File: config.mk
export PLATFORM = sky130hd
export DESIGN_NAME = decode_stage_flat
export DESIGN_NICKNAME = d
export VERILOG_FILES = /design/src/rtl/decode_stage_pkg.sv /design/src/rtl/decode_stage_if.sv /design/src/rtl/decode_stage_comb.sv /design/src/rtl/decode_stage.sv /design/src/flat_wrapper.sv
export SDC_FILE = /design/constraint.sdc
export NUM_CORES = 1
export LEC_CHECK = 0
export ABC_AREA = 1
export CAP_MARGIN = 10
export CORE_MARGIN = 4
export CORE_UTILIZATION = 45
export CTS_CLUSTER_DIAMETER = 120
export DETAILED_ROUTE_END_ITERATION = 7
export GPL_ROUTABILITY_DRIVEN = 1
export GPL_TIMING_DRIVEN = 0
export MAX_ROUTING_LAYER = met4
export PLACE_DENSITY_LB_ADDON = 0.08
export SETUP_SLACK_MARGIN = 0.15
export SLEW_MARGIN = 10
export SYNTH_ARGS = -nofsm -noshare
export SYNTH_HDL_FRONTEND = slang
export SYNTH_SLANG_ARGS = --single-unit
File: constraint.sdc
create_clock -name clk -period 2.8 [get_ports clk]
set_input_delay 0.56 -clock clk [delete_from_list [all_inputs] [get_ports clk]]
set_output_delay 0.56 -clock clk [all_outputs]
set_load 0.01 [all_outputs]
File: src/rtl/decode_stage_pkg.sv
`default_nettype none
// ============================================================================
// Module      : decode_stage_pkg
// Description : Shared opcodes, instruction field positions, write-back source
//               encodings and hazard FSM states for the decode stage.
// Revision    : 1.0 - initial release
// ============================================================================
package decode_stage_pkg;

    localparam logic [3:0] OP_ADD  = 4'd0;
    localparam logic [3:0] OP_SUB  = 4'd1;
    localparam logic [3:0] OP_AND  = 4'd2;
    localparam logic [3:0] OP_OR   = 4'd3;
    localparam logic [3:0] OP_XOR  = 4'd4;
    localparam logic [3:0] OP_ADDI = 4'd5;
    localparam logic [3:0] OP_LI   = 4'd6;
    localparam logic [3:0] OP_L    = 4'd7;
    localparam logic [3:0] OP_ST   = 4'd8;
    localparam logic [3:0] OP_JMP  = 4'd9;
    localparam logic [3:0] OP_BRZ  = 4'd10;
    localparam logic [3:0] OP_BRNZ = 4'd11;
    localparam logic [3:0] OP_BRNS = 4'd12;
    localparam logic [3:0] OP_SHL  = 4'd13;
    localparam logic [3:0] OP_SHR  = 4'd14;
    localparam logic [3:0] OP_CMP  = 4'd15;

    localparam int C_REG_FLD_W = 3;
    localparam int C_RD_LSB    = 9;
    localparam int C_RS1_LSB   = 6;
    localparam int C_RS2_LSB   = 3;
    localparam int C_IMM8_LSB  = 0;
    localparam int C_OFF4_LSB  = 0;
    localparam int C_SHIMM_LSB = 2;
    localparam int C_SHIMM_BIT = 2;
    localparam int C_BOFF_W    = 12;

    localparam logic [1:0] WSRC_ALU = 2'b00;
    localparam logic [1:0] WSRC_MEM = 2'b01;

    typedef enum logic [0:0] {
        ST_NORMAL = 1'b0,
        ST_SHADOW = 1'b1
    } hz_state_t;

endpackage
`default_nettype wire

File: src/rtl/decode_stage_if.sv
`default_nettype none
// ============================================================================
// Module      : decode_stage_if
// Description : Fetch-side handshake, flush and execute-side control bundle.
// Revision    : 1.0 - initial release
// ============================================================================
interface decode_stage_if
    import decode_stage_pkg::*;
#(
    parameter int INSTR_W    = 16,
    parameter int REG_ADDR_W = 3,
    parameter int IMM_W      = 8,
    parameter int BOFF_W     = 16
) ();
    logic                  in_valid;
    logic                  in_ready;
    logic [INSTR_W-1:0]    in_instr;
    logic                  flush;
    logic                  out_valid;
    logic                  out_ready;
    logic                  reg_write;
    logic                  mem_read;
    logic                  mem_write;
    logic                  alu_src;
    logic                  flag_write;
    logic [1:0]            reg_write_src;
    logic [REG_ADDR_W-1:0] addr1_select;
    logic [REG_ADDR_W-1:0] addr2_select;
    logic [REG_ADDR_W-1:0] rd_select;
    logic [3:0]            alu_operation;
    logic [IMM_W-1:0]      alu_immediate;
    logic [3:0]            branch_type;
    logic [BOFF_W-1:0]     branch_offset;

    modport slave (
        input  in_valid, in_instr, flush, out_ready,
        output in_ready, out_valid, reg_write, mem_read, mem_write, alu_src,
               flag_write, reg_write_src, addr1_select, addr2_select, rd_select,
               alu_operation, alu_immediate, branch_type, branch_offset
    );

    modport master (
        output in_valid, in_instr, flush, out_ready,
        input  in_ready, out_valid, reg_write, mem_read, mem_write, alu_src,
               flag_write, reg_write_src, addr1_select, addr2_select, rd_select,
               alu_operation, alu_immediate, branch_type, branch_offset
    );
endinterface
`default_nettype wire

File: src/rtl/decode_stage_comb.sv
`default_nettype none
// ============================================================================
// Module      : decode_comb
// Description : Combinational instruction-to-control-bundle mapper, also
//               reporting which register selects are genuinely read.
// Revision    : 1.0 - initial release
// ============================================================================
module decode_comb
    import decode_stage_pkg::*;
#(
    parameter int INSTR_W    = 16,
    parameter int REG_ADDR_W = 3,
    parameter int IMM_W      = 8,
    parameter int BOFF_W     = 16
) (
    input  logic [INSTR_W-1:0]    i_instr,
    output logic                  o_reg_write,
    output logic                  o_mem_read,
    output logic                  o_mem_write,
    output logic                  o_alu_src,
    output logic                  o_flag_write,
    output logic [1:0]            o_reg_write_src,
    output logic [REG_ADDR_W-1:0] o_addr1_select,
    output logic [REG_ADDR_W-1:0] o_addr2_select,
    output logic [REG_ADDR_W-1:0] o_rd_select,
    output logic [3:0]            o_alu_operation,
    output logic [IMM_W-1:0]      o_alu_immediate,
    output logic [3:0]            o_branch_type,
    output logic [BOFF_W-1:0]     o_branch_offset,
    output logic                  o_addr1_used,
    output logic                  o_addr2_used
);
    logic [3:0]            w_opc;
    logic [REG_ADDR_W-1:0] w_rd;
    logic [REG_ADDR_W-1:0] w_rs1;
    logic [REG_ADDR_W-1:0] w_rs2;

    assign w_opc = i_instr[INSTR_W-1 -: 4];
    assign w_rd  = REG_ADDR_W'(i_instr[C_RD_LSB  +: C_REG_FLD_W]);
    assign w_rs1 = REG_ADDR_W'(i_instr[C_RS1_LSB +: C_REG_FLD_W]);
    assign w_rs2 = REG_ADDR_W'(i_instr[C_RS2_LSB +: C_REG_FLD_W]);

    always_comb begin
        o_reg_write     = 1'b0;
        o_mem_read      = 1'b0;
        o_mem_write     = 1'b0;
        o_alu_src       = 1'b0;
        o_flag_write    = 1'b0;
        o_reg_write_src = WSRC_ALU;
        o_addr1_select  = '0;
        o_addr2_select  = '0;
        o_rd_select     = '0;
        o_alu_operation = OP_ADD;
        o_alu_immediate = '0;
        o_branch_type   = 4'd0;
        o_branch_offset = '0;
        o_addr1_used    = 1'b0;
        o_addr2_used    = 1'b0;
        case (w_opc)
            OP_ADD, OP_SUB, OP_AND, OP_OR, OP_XOR: begin
                o_alu_operation = w_opc;
                o_addr1_select  = w_rs1;
                o_addr2_select  = w_rs2;
                o_addr1_used    = 1'b1;
                o_addr2_used    = 1'b1;
                o_rd_select     = w_rd;
                o_reg_write     = 1'b1;
                o_flag_write    = 1'b1;
            end
            OP_ADDI: begin
                o_addr1_select  = w_rd;
                o_addr1_used    = 1'b1;
                o_alu_src       = 1'b1;
                o_alu_immediate = IMM_W'(i_instr[C_IMM8_LSB +: 8]);
                o_rd_select     = w_rd;
                o_reg_write     = 1'b1;
                o_flag_write    = 1'b1;
            end
            OP_LI: begin
                o_alu_src       = 1'b1;
                o_alu_immediate = IMM_W'(i_instr[C_IMM8_LSB +: 8]);
                o_rd_select     = w_rd;
                o_reg_write     = 1'b1;
            end
            OP_L: begin
                o_addr1_select  = w_rs1;
                o_addr1_used    = 1'b1;
                o_alu_src       = 1'b1;
                o_alu_immediate = IMM_W'(i_instr[C_OFF4_LSB +: 4]);
                o_mem_read      = 1'b1;
                o_reg_write     = 1'b1;
                o_reg_write_src = WSRC_MEM;
                o_rd_select     = w_rd;
            end
            OP_ST: begin
                o_addr1_select  = w_rs1;
                o_addr2_select  = w_rd;
                o_addr1_used    = 1'b1;
                o_addr2_used    = 1'b1;
                o_alu_src       = 1'b1;
                o_alu_immediate = IMM_W'(i_instr[C_OFF4_LSB +: 4]);
                o_mem_write     = 1'b1;
            end
            OP_JMP, OP_BRZ, OP_BRNZ, OP_BRNS: begin
                o_branch_type   = w_opc;
                o_branch_offset = BOFF_W'($signed(i_instr[C_BOFF_W-1:0]));
            end
            OP_SHL, OP_SHR: begin
                o_alu_operation = w_opc;
                o_addr1_select  = w_rd;
                o_addr1_used    = 1'b1;
                o_rd_select     = w_rd;
                o_reg_write     = 1'b1;
                o_flag_write    = 1'b1;
                // Bit 2 selects a 4-bit shift amount instead of a register
                if (i_instr[C_SHIMM_BIT]) begin
                    o_alu_src       = 1'b1;
                    o_alu_immediate = IMM_W'(i_instr[C_SHIMM_LSB +: 4]);
                end else begin
                    o_addr2_select  = w_rs1;
                    o_addr2_used    = 1'b1;
                end
            end
            OP_CMP: begin
                o_alu_operation = OP_SUB;
                o_addr1_select  = w_rd;
                o_addr2_select  = w_rs1;
                o_addr1_used    = 1'b1;
                o_addr2_used    = 1'b1;
                o_flag_write    = 1'b1;
            end
            default: begin
                o_reg_write = 1'b0;
            end
        endcase
    end
endmodule
`default_nettype wire

File: src/rtl/decode_stage.sv
`default_nettype none
// ============================================================================
// Module      : decode_stage
// Description : Registered decode stage with valid/ready handshake, load-use
//               bubble and flush. Define DECODE_PERF_EN for perf counters.
// Revision    : 1.0 - initial release
// ============================================================================
module decode_stage
    import decode_stage_pkg::*;
#(
    parameter int INSTR_W    = 16,
    parameter int REG_ADDR_W = 3,
    parameter int IMM_W      = 8,
    parameter int BOFF_W     = 16
`ifdef DECODE_PERF_EN
    ,
    parameter int CNT_W      = 32
`endif
) (
    input  logic          clk,
    input  logic          rst,
    decode_stage_if.slave bus
`ifdef DECODE_PERF_EN
    ,
    output logic [CNT_W-1:0] perf_issued,
    output logic [CNT_W-1:0] perf_stalls
`endif
);
    logic                  w_reg_write, w_mem_read, w_mem_write, w_alu_src, w_flag_write;
    logic [1:0]            w_reg_write_src;
    logic [REG_ADDR_W-1:0] w_addr1, w_addr2, w_rd;
    logic [3:0]            w_alu_op, w_branch_type;
    logic [IMM_W-1:0]      w_imm;
    logic [BOFF_W-1:0]     w_boff;
    logic                  w_addr1_used, w_addr2_used;

    logic                  r_out_valid, r_reg_write, r_mem_read, r_mem_write, r_alu_src, r_flag_write;
    logic [1:0]            r_reg_write_src;
    logic [REG_ADDR_W-1:0] r_addr1, r_addr2, r_rd;
    logic [3:0]            r_alu_op, r_branch_type;
    logic [IMM_W-1:0]      r_imm;
    logic [BOFF_W-1:0]     r_boff;

    hz_state_t             r_state, w_state_nxt;
    logic [REG_ADDR_W-1:0] r_ld_rd;
    logic                  w_hazard, w_in_ready, w_accept, w_xfer, w_load_issue;

    decode_comb #(
        .INSTR_W    (INSTR_W),
        .REG_ADDR_W (REG_ADDR_W),
        .IMM_W      (IMM_W),
        .BOFF_W     (BOFF_W)
    ) u_decode_comb (
        .i_instr         (bus.in_instr),
        .o_reg_write     (w_reg_write),
        .o_mem_read      (w_mem_read),
        .o_mem_write     (w_mem_write),
        .o_alu_src       (w_alu_src),
        .o_flag_write    (w_flag_write),
        .o_reg_write_src (w_reg_write_src),
        .o_addr1_select  (w_addr1),
        .o_addr2_select  (w_addr2),
        .o_rd_select     (w_rd),
        .o_alu_operation (w_alu_op),
        .o_alu_immediate (w_imm),
        .o_branch_type   (w_branch_type),
        .o_branch_offset (w_boff),
        .o_addr1_used    (w_addr1_used),
        .o_addr2_used    (w_addr2_used)
    );

    assign w_hazard   = (r_state == ST_SHADOW) && bus.in_valid && (r_ld_rd != '0) &&
                        ((w_addr1_used && (w_addr1 == r_ld_rd)) ||
                         (w_addr2_used && (w_addr2 == r_ld_rd)));
    assign w_in_ready = !rst && !bus.flush && !w_hazard && (!r_out_valid || bus.out_ready);
    assign w_accept   = bus.in_valid && w_in_ready;
    // A flushed bundle never counts as handed to execute
    assign w_xfer       = r_out_valid && bus.out_ready && !bus.flush;
    assign w_load_issue = w_xfer && r_mem_read && (r_rd != '0);

    always_comb begin
        w_state_nxt = r_state;
        case (r_state)
            ST_NORMAL: if (w_load_issue) w_state_nxt = ST_SHADOW;
            ST_SHADOW: w_state_nxt = ST_NORMAL;
            default:   w_state_nxt = ST_NORMAL;
        endcase
        if (bus.flush) w_state_nxt = ST_NORMAL;
    end

    always_ff @(posedge clk) begin
        if (rst) begin
            r_state <= ST_NORMAL;
            r_ld_rd <= '0;
        end else begin
            r_state <= w_state_nxt;
            if ((r_state == ST_NORMAL) && w_load_issue) r_ld_rd <= r_rd;
        end
    end

    always_ff @(posedge clk) begin
        if (rst) begin
            r_out_valid     <= 1'b0;
            r_reg_write     <= 1'b0;
            r_mem_read      <= 1'b0;
            r_mem_write     <= 1'b0;
            r_alu_src       <= 1'b0;
            r_flag_write    <= 1'b0;
            r_reg_write_src <= WSRC_ALU;
            r_addr1         <= '0;
            r_addr2         <= '0;
            r_rd            <= '0;
            r_alu_op        <= OP_ADD;
            r_imm           <= '0;
            r_branch_type   <= 4'd0;
            r_boff          <= '0;
        end else if (bus.flush) begin
            r_out_valid <= 1'b0;
        end else if (w_accept) begin
            r_out_valid     <= 1'b1;
            r_reg_write     <= w_reg_write;
            r_mem_read      <= w_mem_read;
            r_mem_write     <= w_mem_write;
            r_alu_src       <= w_alu_src;
            r_flag_write    <= w_flag_write;
            r_reg_write_src <= w_reg_write_src;
            r_addr1         <= w_addr1;
            r_addr2         <= w_addr2;
            r_rd            <= w_rd;
            r_alu_op        <= w_alu_op;
            r_imm           <= w_imm;
            r_branch_type   <= w_branch_type;
            r_boff          <= w_boff;
        end else if (w_xfer) begin
            r_out_valid <= 1'b0;
        end
    end

`ifdef DECODE_PERF_EN
    logic [CNT_W-1:0] r_perf_issued, r_perf_stalls;

    always_ff @(posedge clk) begin
        if (rst) begin
            r_perf_issued <= '0;
            r_perf_stalls <= '0;
        end else begin
            if (w_xfer)   r_perf_issued <= r_perf_issued + 1'b1;
            if (w_hazard) r_perf_stalls <= r_perf_stalls + 1'b1;
        end
    end

    assign perf_issued = r_perf_issued;
    assign perf_stalls = r_perf_stalls;
`endif

    assign bus.in_ready      = w_in_ready;
    assign bus.out_valid     = r_out_valid;
    assign bus.reg_write     = r_reg_write;
    assign bus.mem_read      = r_mem_read;
    assign bus.mem_write     = r_mem_write;
    assign bus.alu_src       = r_alu_src;
    assign bus.flag_write    = r_flag_write;
    assign bus.reg_write_src = r_reg_write_src;
    assign bus.addr1_select  = r_addr1;
    assign bus.addr2_select  = r_addr2;
    assign bus.rd_select     = r_rd;
    assign bus.alu_operation = r_alu_op;
    assign bus.alu_immediate = r_imm;
    assign bus.branch_type   = r_branch_type;
    assign bus.branch_offset = r_boff;
endmodule
`default_nettype wire

File: src/flat_wrapper.sv
// flat-port wrapper written by rule: the top's interface ports become plain ports
module decode_stage_flat import decode_stage_pkg::*;
#(
    parameter int INSTR_W    = 16,
    parameter int REG_ADDR_W = 3,
    parameter int IMM_W      = 8,
    parameter int BOFF_W     = 16

)
  (clk, rst, bus_in_valid, bus_in_instr, bus_flush, bus_out_ready, bus_in_ready, bus_out_valid, bus_reg_write, bus_mem_read, bus_mem_write, bus_alu_src, bus_flag_write, bus_reg_write_src, bus_addr1_select, bus_addr2_select, bus_rd_select, bus_alu_operation, bus_alu_immediate, bus_branch_type, bus_branch_offset);
  decode_stage_if #(.INSTR_W(INSTR_W), .REG_ADDR_W(REG_ADDR_W), .IMM_W(IMM_W), .BOFF_W(BOFF_W)) bus_i ();
  input  logic clk;
  input  logic rst;
  input wire logic [$bits(bus_i.in_valid)-1:0] bus_in_valid;
  input wire logic [$bits(bus_i.in_instr)-1:0] bus_in_instr;
  input wire logic [$bits(bus_i.flush)-1:0] bus_flush;
  input wire logic [$bits(bus_i.out_ready)-1:0] bus_out_ready;
  output wire logic [$bits(bus_i.in_ready)-1:0] bus_in_ready;
  output wire logic [$bits(bus_i.out_valid)-1:0] bus_out_valid;
  output wire logic [$bits(bus_i.reg_write)-1:0] bus_reg_write;
  output wire logic [$bits(bus_i.mem_read)-1:0] bus_mem_read;
  output wire logic [$bits(bus_i.mem_write)-1:0] bus_mem_write;
  output wire logic [$bits(bus_i.alu_src)-1:0] bus_alu_src;
  output wire logic [$bits(bus_i.flag_write)-1:0] bus_flag_write;
  output wire logic [$bits(bus_i.reg_write_src)-1:0] bus_reg_write_src;
  output wire logic [$bits(bus_i.addr1_select)-1:0] bus_addr1_select;
  output wire logic [$bits(bus_i.addr2_select)-1:0] bus_addr2_select;
  output wire logic [$bits(bus_i.rd_select)-1:0] bus_rd_select;
  output wire logic [$bits(bus_i.alu_operation)-1:0] bus_alu_operation;
  output wire logic [$bits(bus_i.alu_immediate)-1:0] bus_alu_immediate;
  output wire logic [$bits(bus_i.branch_type)-1:0] bus_branch_type;
  output wire logic [$bits(bus_i.branch_offset)-1:0] bus_branch_offset;
  assign bus_i.in_valid = bus_in_valid;
  assign bus_i.in_instr = bus_in_instr;
  assign bus_i.flush = bus_flush;
  assign bus_i.out_ready = bus_out_ready;
  assign bus_in_ready = bus_i.in_ready;
  assign bus_out_valid = bus_i.out_valid;
  assign bus_reg_write = bus_i.reg_write;
  assign bus_mem_read = bus_i.mem_read;
  assign bus_mem_write = bus_i.mem_write;
  assign bus_alu_src = bus_i.alu_src;
  assign bus_flag_write = bus_i.flag_write;
  assign bus_reg_write_src = bus_i.reg_write_src;
  assign bus_addr1_select = bus_i.addr1_select;
  assign bus_addr2_select = bus_i.addr2_select;
  assign bus_rd_select = bus_i.rd_select;
  assign bus_alu_operation = bus_i.alu_operation;
  assign bus_alu_immediate = bus_i.alu_immediate;
  assign bus_branch_type = bus_i.branch_type;
  assign bus_branch_offset = bus_i.branch_offset;
  decode_stage #(.INSTR_W(INSTR_W), .REG_ADDR_W(REG_ADDR_W), .IMM_W(IMM_W), .BOFF_W(BOFF_W)) u_core (.clk(clk), .rst(rst), .bus(bus_i));
endmodule
# Yosys cells after proc, flatten, opt, wreduce, memory -nomap -nowiden
# Index checks and enable logic that the tools add are counted.
[word_totals]
reg_bits = 53
input_bits = 21
elab_cells = 97
[op_classes]
n_eq_ne = 17
n_mux = 23
bitwise = 2
reduce_logical = 39
[op_table]
columns = ["op", "n"]
rows = [
  ["$eq 4x4->1 const B", 8],
  ["$pmux 8 s3", 1],
  ["$reduce_or 7->1", 3],
  ["$eq 4x3->1 const B", 4],
  ["$mux 16", 1],
  ["$logic_and 1x1->1", 14],
  ["$pmux 3 s4", 1],
  ["$reduce_or 4->1", 3],
  ["$mux 1", 11],
  ["$reduce_or 11->1", 1],
  ["$reduce_or 10->1", 1],
  ["$reduce_or 9->1", 1],
  ["$eq 4x2->1 const B", 2],
  ["$mux 4", 2],
  ["$pmux 4 s2", 1],
  ["$reduce_or 2->1", 4],
  ["$eq 3x3->1", 2],
  ["$mux 3", 2],
  ["$pmux 1 s2", 3],
  ["$pmux 3 s2", 1],
  ["$reduce_bool 3->1", 2],
  ["$reduce_or 5->1", 1],
  ["$eq 4x1->1 const B", 1],
  ["$logic_not 1->1", 4],
  ["other kinds (5)", 7],
]

# Longest topological paths before layout
# Gate-level depths: netlist (run 1).
[depth]
depth_word = 12
ltp_mapped = 18

# Modules after synthesis
# Synthesis (run 1) repeated with hierarchy kept, for this count alone.
[unflattened]
cells_unflattened = 604
hier_area_um2 = 3438.3
[modules_own_cells]
columns = ["mod", "n_inst", "cells_each", "area_per_inst_um2", "seq_area_each_um2"]
rows = [
  ["decode_stage", 1, 466, 2806.4, 1061.0],
  ["decode_comb", 1, 138, 631.9, 0.0],
]

# Worst setup path after synthesis (run 1)
# Ideal clock, no wire load.
[synth_path]
kind = "input port to output port"
startpoint = "input port rst"
endpoint = "output port bus_in_ready"
arrival_ns = 2.121
setup_slack_ns = 0.119
path_stages = 5
cell_sequence = "buf_2 -> or2_2 -> a21oi_1 -> clkbuf_1 -> a21boi_0"
[synth_via]
elab_chain_cells = 4
[synth_lines]
columns = ["element", "line_no", "source"]
rows = [
  ["start: declaration", "flat_wrapper.sv:13", "input logic rst;"],
  ["$logic_not 1->1", "decode_stage.sv:75", "assign w_in_ready = !rst && !bus.flush && !w_hazard && (!r_out_valid || bus.out_ready);"],
  ["$logic_and 1x1->1 (3 in series)", "decode_stage.sv:75", ""],
  ["end: declaration", "flat_wrapper.sv:18", "output wire logic [$bits(bus_i.in_ready)-1:0] bus_in_ready;"],
]
# No other way between the ends.

# Worst setup path after layout (run 1)
[layout_path]
startpoint = "input port bus_flush"
endpoint = "output port bus_in_ready"
[layout_via]
elab_chain_cells = 4
[layout_lines]
columns = ["element", "line_no", "source"]
rows = [
  ["start: declaration", "flat_wrapper.sv:16", "input wire logic [$bits(bus_i.flush)-1:0] bus_flush;"],
  ["$logic_not 1->1", "decode_stage.sv:75", ""],
  ["$logic_and 1x1->1 (3 in series)", "decode_stage.sv:75", ""],
]
# No other way between the ends.

==> impl_summary.txt, run 1 <==
----------------------------------------------------
[STA]
  Maximum clock frequency ... 0.386 GHz
  Worst-case clock skew ... 0.00585 ns
  Final setup vio count ... 0
  Unrepaired setup endpoints after global routing ... false
  Final count of pins violating max slew ... 0
  Hold slack final ... 0.479 ns
  Final critical-path share of the clock period ... 0.925
  Final hold vios ... 0
  Aggregate negative setup slack ... 0 ns
  Worst Max-Slew Pin Slew ... 0.523 ns
  Time the final worst path needs with I/O delays and setup ... 2.59 ns
  Worst slew margin relative to its limit ... 0.652

[Synthesis]
  Yosys warning count ... 0
  Complex-gate fraction of the synthesized area ... 0.0550
  Most area-hungry cell type in the Yosys netlist ... sky130_fd_sc_hd__dfxtp_1
  Post-synth EDFFs ... 0
  Synthesized Nets ... 477
  Unique masters post-synth ... 28
  Yosys reg bits ... 47
  Post-Synth Simple-Gate Area ... 0.437
  Fraction of the yosys area taken by sequential cells ... 0.348
  Cell count after synthesis ... 456
  Syn Area/Cell ... 5.93 um^2
  Ranking of synthesized cells by area ... sky130_fd_sc_hd__dfxtp_1 35%, sky130_fd_sc_hd__nand2_1 21%, sky130_fd_sc_hd__inv_1 11%
  Library cell with the highest instance count after synthesis ... sky130_fd_sc_hd__nand2_1
  Most frequent cells after synthesis ... 149 x sky130_fd_sc_hd__nand2_1, 76 x sky130_fd_sc_hd__inv_1, 72 x sky130_fd_sc_hd__nor2_1
  Xor/xnor cell area share of the yosys netlist ... 0
  Synth top area share ... 0.348
  Dominant combinational cell family by area after synthesis ... simple AND/OR/NAND/NOR gates
  Multiplexer share of the synthesized area ... 0
  Fraction of the mapped netlist area in adder cells ... 0
  Primary flip-flop cell chosen by synthesis mapping ... sky130_fd_sc_hd__dfxtp_1
  Summed instance area of the synthesized netlist ... 0.00271 mm^2
  Async set-or-reset flop fraction in the synthesized netlist ... 0

[Worst setup path]
  Cell count of the worst reg-to-reg path ... 12
  Kind of critical path ... primary input to output port
  Maximum fanout count along the critical path ... 10
  Crit-path leading delay family ... buffers and inverters
  CP Data Required Time ... 2.24 ns
  Crit path max-delay cell type ... sky130_fd_sc_hd__clkdlybuf4s50_1
  Register-to-register path setup slack ... 1.06 ns
  Worst path max stage delay ... 0.44 ns
  CP Cell Sequence ... clkdlybuf4s50_1, or2_2, a21oi_4, buf_4, a21boi_2, buf_2
  Type of element capturing the critical path ... output port
  Worst endpoint data arrival time ... 2.03 ns
  R2R Path Start ... u_core.r_ld_rd[1]
  Number of buffers and inverters on the critical path ... 3
  R2r endpoint ... u_core.bus.addr2_select[0]
  Crit start category ... primary input

[Power and ir drop]
  Reported leakage power ... 1.87 nW
  Logic pwr share ... 0.231
  Largest voltage drop on the vdd net ... 297 uV
  Internal cell power ... 0.00112 W
  NetSw ... 0.000448 W
  Sequential group share of total power ... 0.457
  Clock network power share ... 0.312
  Total power per unit cell area ... 422 mW/mm^2
  Switching part of the total power ... 0.287

[Drt]
  Detailed-route DRC error count ... 0
  Avg WL per Cell ... 13.0 um
  Total detailed-routing wirelength ... 7.89 mm
  Count of TritonRoute iterations in the first routing pass ... 4
  Detail Route Antenna Nets ... 0
  Number of DRC violations after detailed-routing iteration 0 ... 179
  DR vias ... 2,967
  Via-to-Cell Ratio ... 4.88

[Worst hold path]
  Path category of the worst min-delay check ... flop to flop
  Number of cells on the worst hold path ... 2
  Endpoint, Worst Hold ... u_core.bus.reg_write
  Hold path startpoint ... u_core.bus.reg_write

[Flow run]
  Number of maximum-capacitance violations ... 0

[Clock tree]
  Deepest level of the CTS H-tree ... 2
  Clock root cell ... sky130_fd_sc_hd__clkbuf_8
  Clock tree from TritonCTS ... yes
  Reg clk slew, reported paths ... 0.08 ns
  Total of hold buffers inserted after clock tree synthesis ... 0
  Num Clock Sinks ... 47
  Longest Clk Path Bufs ... 2
  TritonCTS Buffers ... 5
  Worst-skew pair later-pin latency ... 0.30 ns

[Global routing]
  Total congestion overflow ... 0
  Met3 global-route usage ... 0.0423
  GRT Resource Usage Total ... 0.232
  GR met2 Demand/Resource ... 0.376
  Global-route wire length before repair ... 13.3 mm
  Number of global-route vias before repair ... 2,862
  Met1 GRT Util ... 0.292
  Largest net degree at the start of global routing ... 14
  Busiest layer in global routing ... met2
  Number of antenna violations at the first check in global routing ... 0

[Place]
  Port Buffers ... 67
  Final weighted congestion in routability-driven placement ... 0.908
  Half-perimeter wire length after placement ... 5.95 mm

[Floorplan]
  Area of the placeable core ... 0.00568 mm^2
  Row cnt ... 27
  Die area ... 0.00732 mm^2
  Initial Utilization ... 0.477
  Number of ports placed on the die boundary ... 71
  Overall die width ... 85.6 um
  Die span in y ... 85.6 um

[Final layout]
  Number of filler instances in the final layout ... 560
  Area grow syn2layout ... 36.8%
  Post-layout util ... 0.653
  Layout Nets ... 557
  Layout cells sized above 1 ... 0.114
  ANT cells ... 0

[Status]
  Status ... finished, final reports clean

----------------------------------------------------
-- placed cells by master (no fill, tap or decap), types with 2 or more instances in the layout --
cell	instances
sky130_fd_sc_hd__nand2_1	141
sky130_fd_sc_hd__nor2_4	5
sky130_fd_sc_hd__dfxtp_1	47
sky130_fd_sc_hd__a21oi_4	2
sky130_fd_sc_hd__nand3_1	9
sky130_fd_sc_hd__buf_2	10
sky130_fd_sc_hd__nand2_2	9
sky130_fd_sc_hd__nand4_1	33
sky130_fd_sc_hd__nand2_4	4
sky130_fd_sc_hd__clkbuf_1	11
sky130_fd_sc_hd__o21ai_0	7
sky130_fd_sc_hd__inv_2	4
sky130_fd_sc_hd__clkbuf_8	5
sky130_fd_sc_hd__dlygate4sd2_1	2
sky130_fd_sc_hd__nor2_1	70
sky130_fd_sc_hd__clkdlybuf4s50_1	52
sky130_fd_sc_hd__a21oi_1	10
sky130_fd_sc_hd__nor3_1	2
sky130_fd_sc_hd__inv_1	74
sky130_fd_sc_hd__a22oi_1	2
sky130_fd_sc_hd__dlymetal6s2s_1	8
sky130_fd_sc_hd__buf_4	16
-- stage by stage --
stage / total power, W / setup WS [ns] / area (um^2) / instances
CTS: 0.00157 / 0.150 / 3640 / 605
global placement: 0.00107 / -0.812 / 3470 / 595
detailed placement: 0.00107 / -0.752 / 3470 / 595
finish: 0.00156 / 0.210 / 3700 / 608
global route: 0.00165 / 0.135 / 3700 / 608
floorplan: 0.000922 / 0.286 / 2710 / 456
-- sequential cells by signal, summed over array words and instances, names as in the netlist --
register,count
u_core.bus.reg_write,1
u_core.bus.flag_write,1
u_core.bus.out_valid,1
u_core.bus.alu_immediate,8
u_core.bus.alu_src,1
u_core.bus.branch_offset,12
u_core.bus.branch_type,4
u_core.r_state,1
u_core.bus.addr2_select,3
u_core.bus.alu_operation,4
u_core.bus.rd_select,3
u_core.bus.reg_write_src,1
u_core.r_ld_rd,3
u_core.bus.mem_write,1
u_core.bus.addr1_select,3
-- power by group through the flow --
stage	combinational [W]	sequential, W	clock (W)
CTS	0.000352	0.000714	0.000507
global route	0.000403	0.000719	0.000530
floorplan	0.000178	0.000743	0
global placement	0.000340	0.000729	0
finish	0.000361	0.000714	0.000489
detailed placement	0.000342	0.000730	0
-- kinds of logic after synthesis --
family | Yosys count
other cells | 1
simple gates | 277
buf+inv | 105
flops | 47
compound gates | 26
-- metal layers --
layer / routed length, um / share of wire
met1: 3570 / 0.45
met2: 3700 / 0.47
met3: 441 / 0.056
met4: 180 / 0.023
met5: 0 / 0
-- what timing repair did --
action | CTS | global route
endpoints found under the setup margin | 34 | 1
setup buffers | 3 | 3
gates resized for setup | 33 | 30
hold endpoints to repair | 0 | 0
pin swaps | 1 | 4
-- worst min-delay path: stages (launching register included) --
cell,delay [ns]
sky130_fd_sc_hd__dfxtp_1,0.32
sky130_fd_sc_hd__nand2_1,0.06
sky130_fd_sc_hd__a21oi_1,0.05
-- cell type report --
type / count / area, um^2 / share of cell area
Buffer: 26 / 138 / 0.0372
Clock buffer: 6 / 72.6 / 0.0196
Clock inverter: 1 / 30.0 / 0.00811
Inverter: 79 / 297 / 0.0801
Multi-Input combinational cell: 304 / 1420 / 0.384
Sequential cell: 47 / 941 / 0.254
Tap cell: 72 / 90.1 / 0.0243
Timing Repair Buffer: 73 / 713 / 0.193
-- how the worst max path moves through the flow --
stage / start / endpoint / slack (ns) / depth (start not counted)
3_5_place_dp: bus_in_instr[13] / bus_in_ready / -0.75 / 14
2_1_floorplan: rst / bus_in_ready / 0.29 / 5
5_1_grt: bus_in_instr[13] / bus_in_ready / 0.13 / 15
3_3_place_gp: bus_in_instr[13] / bus_in_ready / -0.81 / 14
6_report: bus_flush / bus_in_ready / 0.21 / 6
4_1_cts: bus_in_instr[13] / bus_in_ready / 0.15 / 15
No activity file was read; power rests on OpenSTA's default activity.
==> run 2: changes to the inputs <==
--- a/config.mk
+++ b/config.mk
@@ -19,4 +19,5 @@
 export SLEW_MARGIN = 10
 export SYNTH_ARGS = -nofsm -noshare
 export SYNTH_HDL_FRONTEND = slang
+export SYNTH_HIERARCHICAL = 1
 export SYNTH_SLANG_ARGS = --single-unit
==> run 2 against run 1 <==
Via count increased by 21%. Routed wire length grew 15%. Combinational power grew 26%. Die area up 24%. Power up 15%. Count of clock-buffer cells in the layout rose by 1. Register-to-register slack better by 0.05 ns. First-iteration DRC count is 19% lower. Critical endpoint unchanged.
==> impl_summary.txt, run 2 <==
----------------------------------------------------
[Flow run]
  Number of maximum-capacitance violations ... 0

[Synthesis]
  Cell count after synthesis ... 604
  Most area-hungry cell type in the Yosys netlist ... sky130_fd_sc_hd__dfxtp_1
  Primary flip-flop cell chosen by synthesis mapping ... sky130_fd_sc_hd__dfxtp_1
  Unique masters post-synth ... 27
  Library cell with the highest instance count after synthesis ... sky130_fd_sc_hd__inv_1
  Ranking of synthesized cells by area ... sky130_fd_sc_hd__dfxtp_1 31%, sky130_fd_sc_hd__inv_1 18%, sky130_fd_sc_hd__nand2_1 17%
  Post-synth EDFFs ... 0
  Yosys reg bits ... 53
  Syn Area/Cell ... 5.69 um^2
  Yosys warning count ... 6
  Most frequent cells after synthesis ... 167 x sky130_fd_sc_hd__inv_1, 158 x sky130_fd_sc_hd__nand2_1, 93 x sky130_fd_sc_hd__nor2_1
  Async set-or-reset flop fraction in the synthesized netlist ... 0
  Summed instance area of the synthesized netlist ... 0.00344 mm^2
  Fraction of the yosys area taken by sequential cells ... 0.309
  Synth top area share ... 0.309
  Synthesized Nets ... 625

[Worst hold path]
  Hold path startpoint ... u_core/bus.branch_offset[15]
  Endpoint, Worst Hold ... u_core/bus.branch_offset[15]
  Path category of the worst min-delay check ... flop to flop
  Number of cells on the worst hold path ... 4

[STA]
  Maximum clock frequency ... 0.387 GHz
  Worst Max-Slew Pin Slew ... 0.575 ns
  Final hold vios ... 0
  Worst-case clock skew ... 0.00506 ns
  Aggregate negative setup slack ... 0 ns
  Final setup vio count ... 0
  Final critical-path share of the clock period ... 0.922
  Unrepaired setup endpoints after global routing ... false
  Final count of pins violating max slew ... 0
  Time the final worst path needs with I/O delays and setup ... 2.58 ns
  Hold slack final ... 0.508 ns
  Worst slew margin relative to its limit ... 0.612

[Final layout]
  Layout cells sized above 1 ... 0.127
  Non-Filler Instances ... 794
  Layout Nets ... 715
  Most common library cell in the layout ignoring fill and taps ... sky130_fd_sc_hd__inv_1
  Post-route standard cell area excluding fillers ... 0.00456 mm^2
  Top library cells by usage in the layout, fill and taps aside ... 161 x sky130_fd_sc_hd__inv_1, 148 x sky130_fd_sc_hd__nand2_1, 91 x sky130_fd_sc_hd__nor2_1
  Largest register FFs ... 16
  ANT cells ... 0
  Area grow syn2layout ... 32.5%

[Floorplan]
  Row cnt ... 31
  Initial Utilization ... 0.469
  Overall die width ... 95.4 um
  Die span in y ... 95.4 um
  Number of ports placed on the die boundary ... 71
  Die area ... 0.00910 mm^2
  Area of the placeable core ... 0.00733 mm^2

[Clock tree]
  Total of hold buffers inserted after clock tree synthesis ... 0
  Worst-skew pair later-pin latency ... 0.30 ns
  Deepest level of the CTS H-tree ... 2
  Clock root cell ... sky130_fd_sc_hd__clkbuf_8
  Reg clk slew, reported paths ... 0.09 ns
  Clock tree from TritonCTS ... yes
  TritonCTS Buffers ... 5
  Longest Clk Path Bufs ... 2
  Num Clock Sinks ... 53

[Worst setup path]
  CP Data Required Time ... 2.24 ns
  Cell count of the worst reg-to-reg path ... 12
  Maximum fanout count along the critical path ... 10
  Type of element capturing the critical path ... output port
  Worst endpoint data arrival time ... 2.02 ns
  Crit start category ... primary input
  Register-to-register path setup slack ... 1.11 ns
  R2R Path Start ... u_core/r_ld_rd[1]
  R2r endpoint ... u_core/bus.addr2_select[1]
  Kind of critical path ... primary input to output port

[Drt]
  Total detailed-routing wirelength ... 9.06 mm
  Number of DRC violations after detailed-routing iteration 0 ... 145
  Detail Route Antenna Nets ... 0
  Via-to-Cell Ratio ... 4.53
  DR vias ... 3,595
  Detailed-route DRC error count ... 0
  Count of TritonRoute iterations in the first routing pass ... 5
  Avg WL per Cell ... 11.4 um

[Status]
  Status ... finished, final reports clean

[Global routing]
  GRT Resource Usage Total ... 0.219
  Largest net degree at the start of global routing ... 16
  Number of antenna violations at the first check in global routing ... 0
  Total congestion overflow ... 0
  Number of global-route vias before repair ... 3,471
  Global-route wire length before repair ... 15.5 mm

[Power and ir drop]
  Reported leakage power ... 2.34 nW
  Final Total Pwr ... 0.00180 W
  Largest voltage drop on the vdd net ... 306 uV
  Total power per unit cell area ... 395 mW/mm^2

[Place]
  Placed instance count ... 773
  DP Area ... 0.00426 mm^2
  Port Buffers ... 70
  Final weighted congestion in routability-driven placement ... 0.896
  Half-perimeter wire length after placement ... 6.98 mm

----------------------------------------------------
run 2: changes by cell type in the layout (fill, tap and decap cells not counted), moves of 6 or more:
| cell | change |
|---|---|
| sky130_fd_sc_hd__a21oi_1 | -6 |
| sky130_fd_sc_hd__buf_6 | +8 |
| sky130_fd_sc_hd__clkdlybuf4s50_1 | +7 |
| sky130_fd_sc_hd__dfxtp_1 | +6 |
| sky130_fd_sc_hd__inv_1 | +87 |
| sky130_fd_sc_hd__inv_2 | +12 |
| sky130_fd_sc_hd__nand2_1 | +7 |
| sky130_fd_sc_hd__nand4_1 | +16 |
| sky130_fd_sc_hd__nor2_1 | +21 |
run 2: kinds of logic after synthesis:
kind of cell / Yosys count / synth area share
AOI/OAI and AO/OA: 14 / 0.0269
buffers and inverters: 211 / 0.251
and+or+nand+nor: 325 / 0.412
other: 1 / 0.00109
DFF: 53 / 0.309
run 2: cell type report:
class / instances / area, um^2
inverter: 179 / 674
fill: 736 / 2780
multi-input combinational: 340 / 1600
buffer: 32 / 200
clock inverter: 1 / 30.0
clock buffer: 7 / 86.3
sequential: 53 / 1060
tap: 99 / 124
timing repair buffer: 83 / 783
run 2: routing by layer:
layer / track usage / part of all wire
met3: 0.0331 / 0.032
met5: - / 0
met1: 0.270 / 0.47
met2: 0.369 / 0.48
met4: 0.0711 / 0.020
run 2: how the worst max path moves through the flow:
stage,start,slack (ns),cells after the start,to
after global placement,bus_in_instr[15],-0.83,15,bus_in_ready
after floorplan,bus_in_instr[15],0.47,13,bus_in_ready
after detailed placement,bus_in_instr[15],-0.87,15,bus_in_ready
final,bus_flush,0.22,7,bus_in_ready
after global routing,bus_flush,0.16,7,bus_in_ready
after CTS,bus_in_instr[14],0.16,16,bus_in_ready
run 2: report_power, final:
group	total [W]	switching [W]	internal, W
sequential	0.000806	0.0000168	0.000789
clock	0.000538	0.000246	0.000292
combinational	0.000456	0.000256	0.000199
run 2: through the flow:
stage / utilization / setup slack, ns
after global routing: 0.621 / 0.159
after floorplan: - / 0.468
after CTS: 0.614 / 0.158
final: 0.621 / 0.219
after global placement: 0.581 / -0.830
after detailed placement: 0.581 / -0.875
run 2: critical path: stages:
cell,delay (ns)
sky130_fd_sc_hd__clkdlybuf4s50_1,0.45
sky130_fd_sc_hd__or2_4,0.29
sky130_fd_sc_hd__a21oi_4,0.13
sky130_fd_sc_hd__buf_6,0.16
sky130_fd_sc_hd__buf_6,0.14
sky130_fd_sc_hd__a21boi_2,0.16
sky130_fd_sc_hd__buf_2,0.14
run 2: what timing repair did:
action	4_1_cts	5_1_grt
pin swaps	9	13
setup endpoints to repair	50	6
setup buffers	10	3
resized for setup	36	27
==> run 3: changes to the inputs <==
--- a/config.mk
+++ b/config.mk
@@ -15,6 +15,7 @@
 export GPL_TIMING_DRIVEN = 0
 export MAX_ROUTING_LAYER = met4
 export PLACE_DENSITY_LB_ADDON = 0.08
+export REMOVE_ABC_BUFFERS = 1
 export SETUP_SLACK_MARGIN = 0.15
 export SLEW_MARGIN = 10
 export SYNTH_ARGS = -nofsm -noshare
==> run 3 against run 2 <==
Register-to-register slack lost 0.31 ns. Global-route usage is 1.5 points lower. Critical endpoint unchanged. Worst setup slack better by 0.014 ns. Sequential cell count stayed put. Critical path type unchanged.
==> impl_summary.txt, run 3 (synthesized netlist as in run 2, its figures left out) <==
----------------------------------------------------
[Status]
  Status ... finished, final reports clean

[STA]
  Final critical-path share of the clock period ... 0.917
  Worst slew margin relative to its limit ... 0.563
  Unrepaired setup endpoints after global routing ... false
  Worst Max-Slew Pin Slew ... 0.654 ns
  Time the final worst path needs with I/O delays and setup ... 2.57 ns
  Worst-case clock skew ... 0.00794 ns
  Maximum clock frequency ... 0.390 GHz
  Final setup vio count ... 0
  Final hold vios ... 0
  Final count of pins violating max slew ... 0

[Place]
  Port Buffers ... 70
  Half-perimeter wire length after placement ... 5.69 mm
  Final weighted congestion in routability-driven placement ... 0.860

[Drt]
  Detailed-route DRC error count ... 0
  Detail Route Antenna Nets ... 0
  Avg WL per Cell ... 11.0 um
  Via-to-Cell Ratio ... 4.49
  Number of DRC violations after detailed-routing iteration 0 ... 140
  Total detailed-routing wirelength ... 8.46 mm
  DR vias ... 3,443
  Count of TritonRoute iterations in the first routing pass ... 4

[Final layout]
  Largest register FFs ... 16
  Area grow syn2layout ... 28.5%
  Layout cells sized above 1 ... 0.111
  Post-layout util ... 0.603
  Layout Nets ... 684
  Most common library cell in the layout ignoring fill and taps ... sky130_fd_sc_hd__inv_1
  Top library cells by usage in the layout, fill and taps aside ... 162 x sky130_fd_sc_hd__inv_1, 147 x sky130_fd_sc_hd__nand2_1, 91 x sky130_fd_sc_hd__nor2_1

[Clock tree]
  TritonCTS Buffers ... 5
  Longest Clk Path Bufs ... 2
  Clock root cell ... sky130_fd_sc_hd__clkbuf_8
  Clock tree from TritonCTS ... yes
  Worst-skew pair later-pin latency ... 0.31 ns
  Reg clk slew, reported paths ... 0.10 ns
  Num Clock Sinks ... 53
  Total of hold buffers inserted after clock tree synthesis ... 0
  Deepest level of the CTS H-tree ... 2

[Power and ir drop]
  Total power per unit cell area ... 405 mW/mm^2
  Final Total Pwr ... 0.00179 W
  Sequential group share of total power ... 0.450
  Switching part of the total power ... 0.293
  Clock network power share ... 0.309
  Internal cell power ... 0.00127 W
  Logic pwr share ... 0.241
  Largest voltage drop on the vdd net ... 279 uV
  NetSw ... 0.000525 W
  Reported leakage power ... 2.27 nW

[Floorplan]
  Number of ports placed on the die boundary ... 71
  Overall die width ... 95.4 um
  Die span in y ... 95.4 um
  Area of the placeable core ... 0.00733 mm^2
  Die area ... 0.00910 mm^2
  Row cnt ... 31
  Initial Utilization ... 0.469

[Worst setup path]
  Type of element capturing the critical path ... output port
  Crit start category ... primary input
  Worst endpoint data arrival time ... 2.01 ns
  Kind of critical path ... primary input to output port
  Maximum fanout count along the critical path ... 34
  CP Data Required Time ... 2.24 ns

[Global routing]
  Number of antenna violations at the first check in global routing ... 3
  Global-route wire length before repair ... 14.5 mm
  Total congestion overflow ... 0
  GRT Resource Usage Total ... 0.204
  Number of global-route vias before repair ... 3,199
  Largest net degree at the start of global routing ... 52

[Flow run]
  Number of maximum-capacitance violations ... 0

[Worst hold path]
  Path category of the worst min-delay check ... flop to flop

----------------------------------------------------
==> run 3: cell types whose count changed in the layout (fill, tap and decap cells not counted), sizes merged <==
cell | previous run | this run
dlymetal6s2s | 4 | 7
diode | 0 | 3
clkinvlp | 0 | 1
clkbuf | 21 | 9
nand3 | 14 | 15
dlygate4sd2 | 1 | 0
clkdlybuf4s50 | 59 | 56
buf | 37 | 17
==> run 3: power groups by stage <==
stage          Clock (W)  Sequential (W)  Combinational, W
3_3_place_gp           0        0.000823          0.000397
2_1_floorplan          0        0.000841          0.000215
5_1_grt         0.000604        0.000812          0.000490
6_report        0.000554        0.000806          0.000431
3_5_place_dp           0        0.000824          0.000404
4_1_cts         0.000579        0.000807          0.000423
==> run 3: worst paths after layout <==
kind | cells past startpoint | slack (ns) | endpoint | start
worst max-delay path | 6 | 0.23 | bus_in_ready | bus_flush
worst min-delay path | 2 | 0.51 | u_core/r_ld_rd[0] | u_core/bus.rd_select[0]
worst max register to register | 7 | 0.80 | u_core/bus.alu_operation[0] | u_core/r_ld_rd[1]
worst min register to register | 2 | 0.51 | u_core/r_ld_rd[0] | u_core/bus.rd_select[0]
==> run 3: layer usage <==
layer | share of wire | up-vias | GRT usage
li1 | - | 1861 | -
met1 | 0.46 | 1515 | 0.250
met2 | 0.48 | 61 | 0.346
met3 | 0.047 | 6 | 0.0363
met4 | 0.0086 | 0 | 0.0557
met5 | 0 | - | -
==> run 3: final cells by class <==
type / instances / area (um^2)
multi-input cells: 341 / 1610
fillers: 736 / 2910
well taps: 99 / 124
clock inverters: 2 / 37.5
diodes: 3 / 7.51
inverters: 179 / 676
flip-flops and latches: 53 / 1060
repair buffers: 83 / 821
clock buffers: 6 / 82.6
==> run 3: what timing repair did <==
item / 4_1_cts / 5_1_grt
gates resized for setup: 33 / 27
setup endpoints to repair: 50 / 50
cloned: 1 / 0
setup buffers: 7 / 5
pin swaps: 4 / 8
endpoints found under the hold margin: 0 / 0
==> run 3: worst max-delay path, cell delays in order <==
cell and delay, ns:
sky130_fd_sc_hd__clkdlybuf4s50_1 0.43, sky130_fd_sc_hd__or2_1 0.30, sky130_fd_sc_hd__a21oi_4 0.19, sky130_fd_sc_hd__buf_16 0.21
sky130_fd_sc_hd__a21boi_2 0.17, sky130_fd_sc_hd__buf_2 0.14
==> run 3: through the flow <==
stage	cells	hold slack, ns	cell area, um^2	worst slack (ns)	TNS, ns
final	766	0.508	4420	0.233	0
after global routing	766	0.538	4420	0.141	0
after floorplan	572	0.473	3250	-0.653	-30.68
after detailed placement	742	0.493	4100	-1.71	-82.48
after CTS	758	0.508	4340	0.111	0
after global placement	741	0.488	4070	-2.39	-116.61
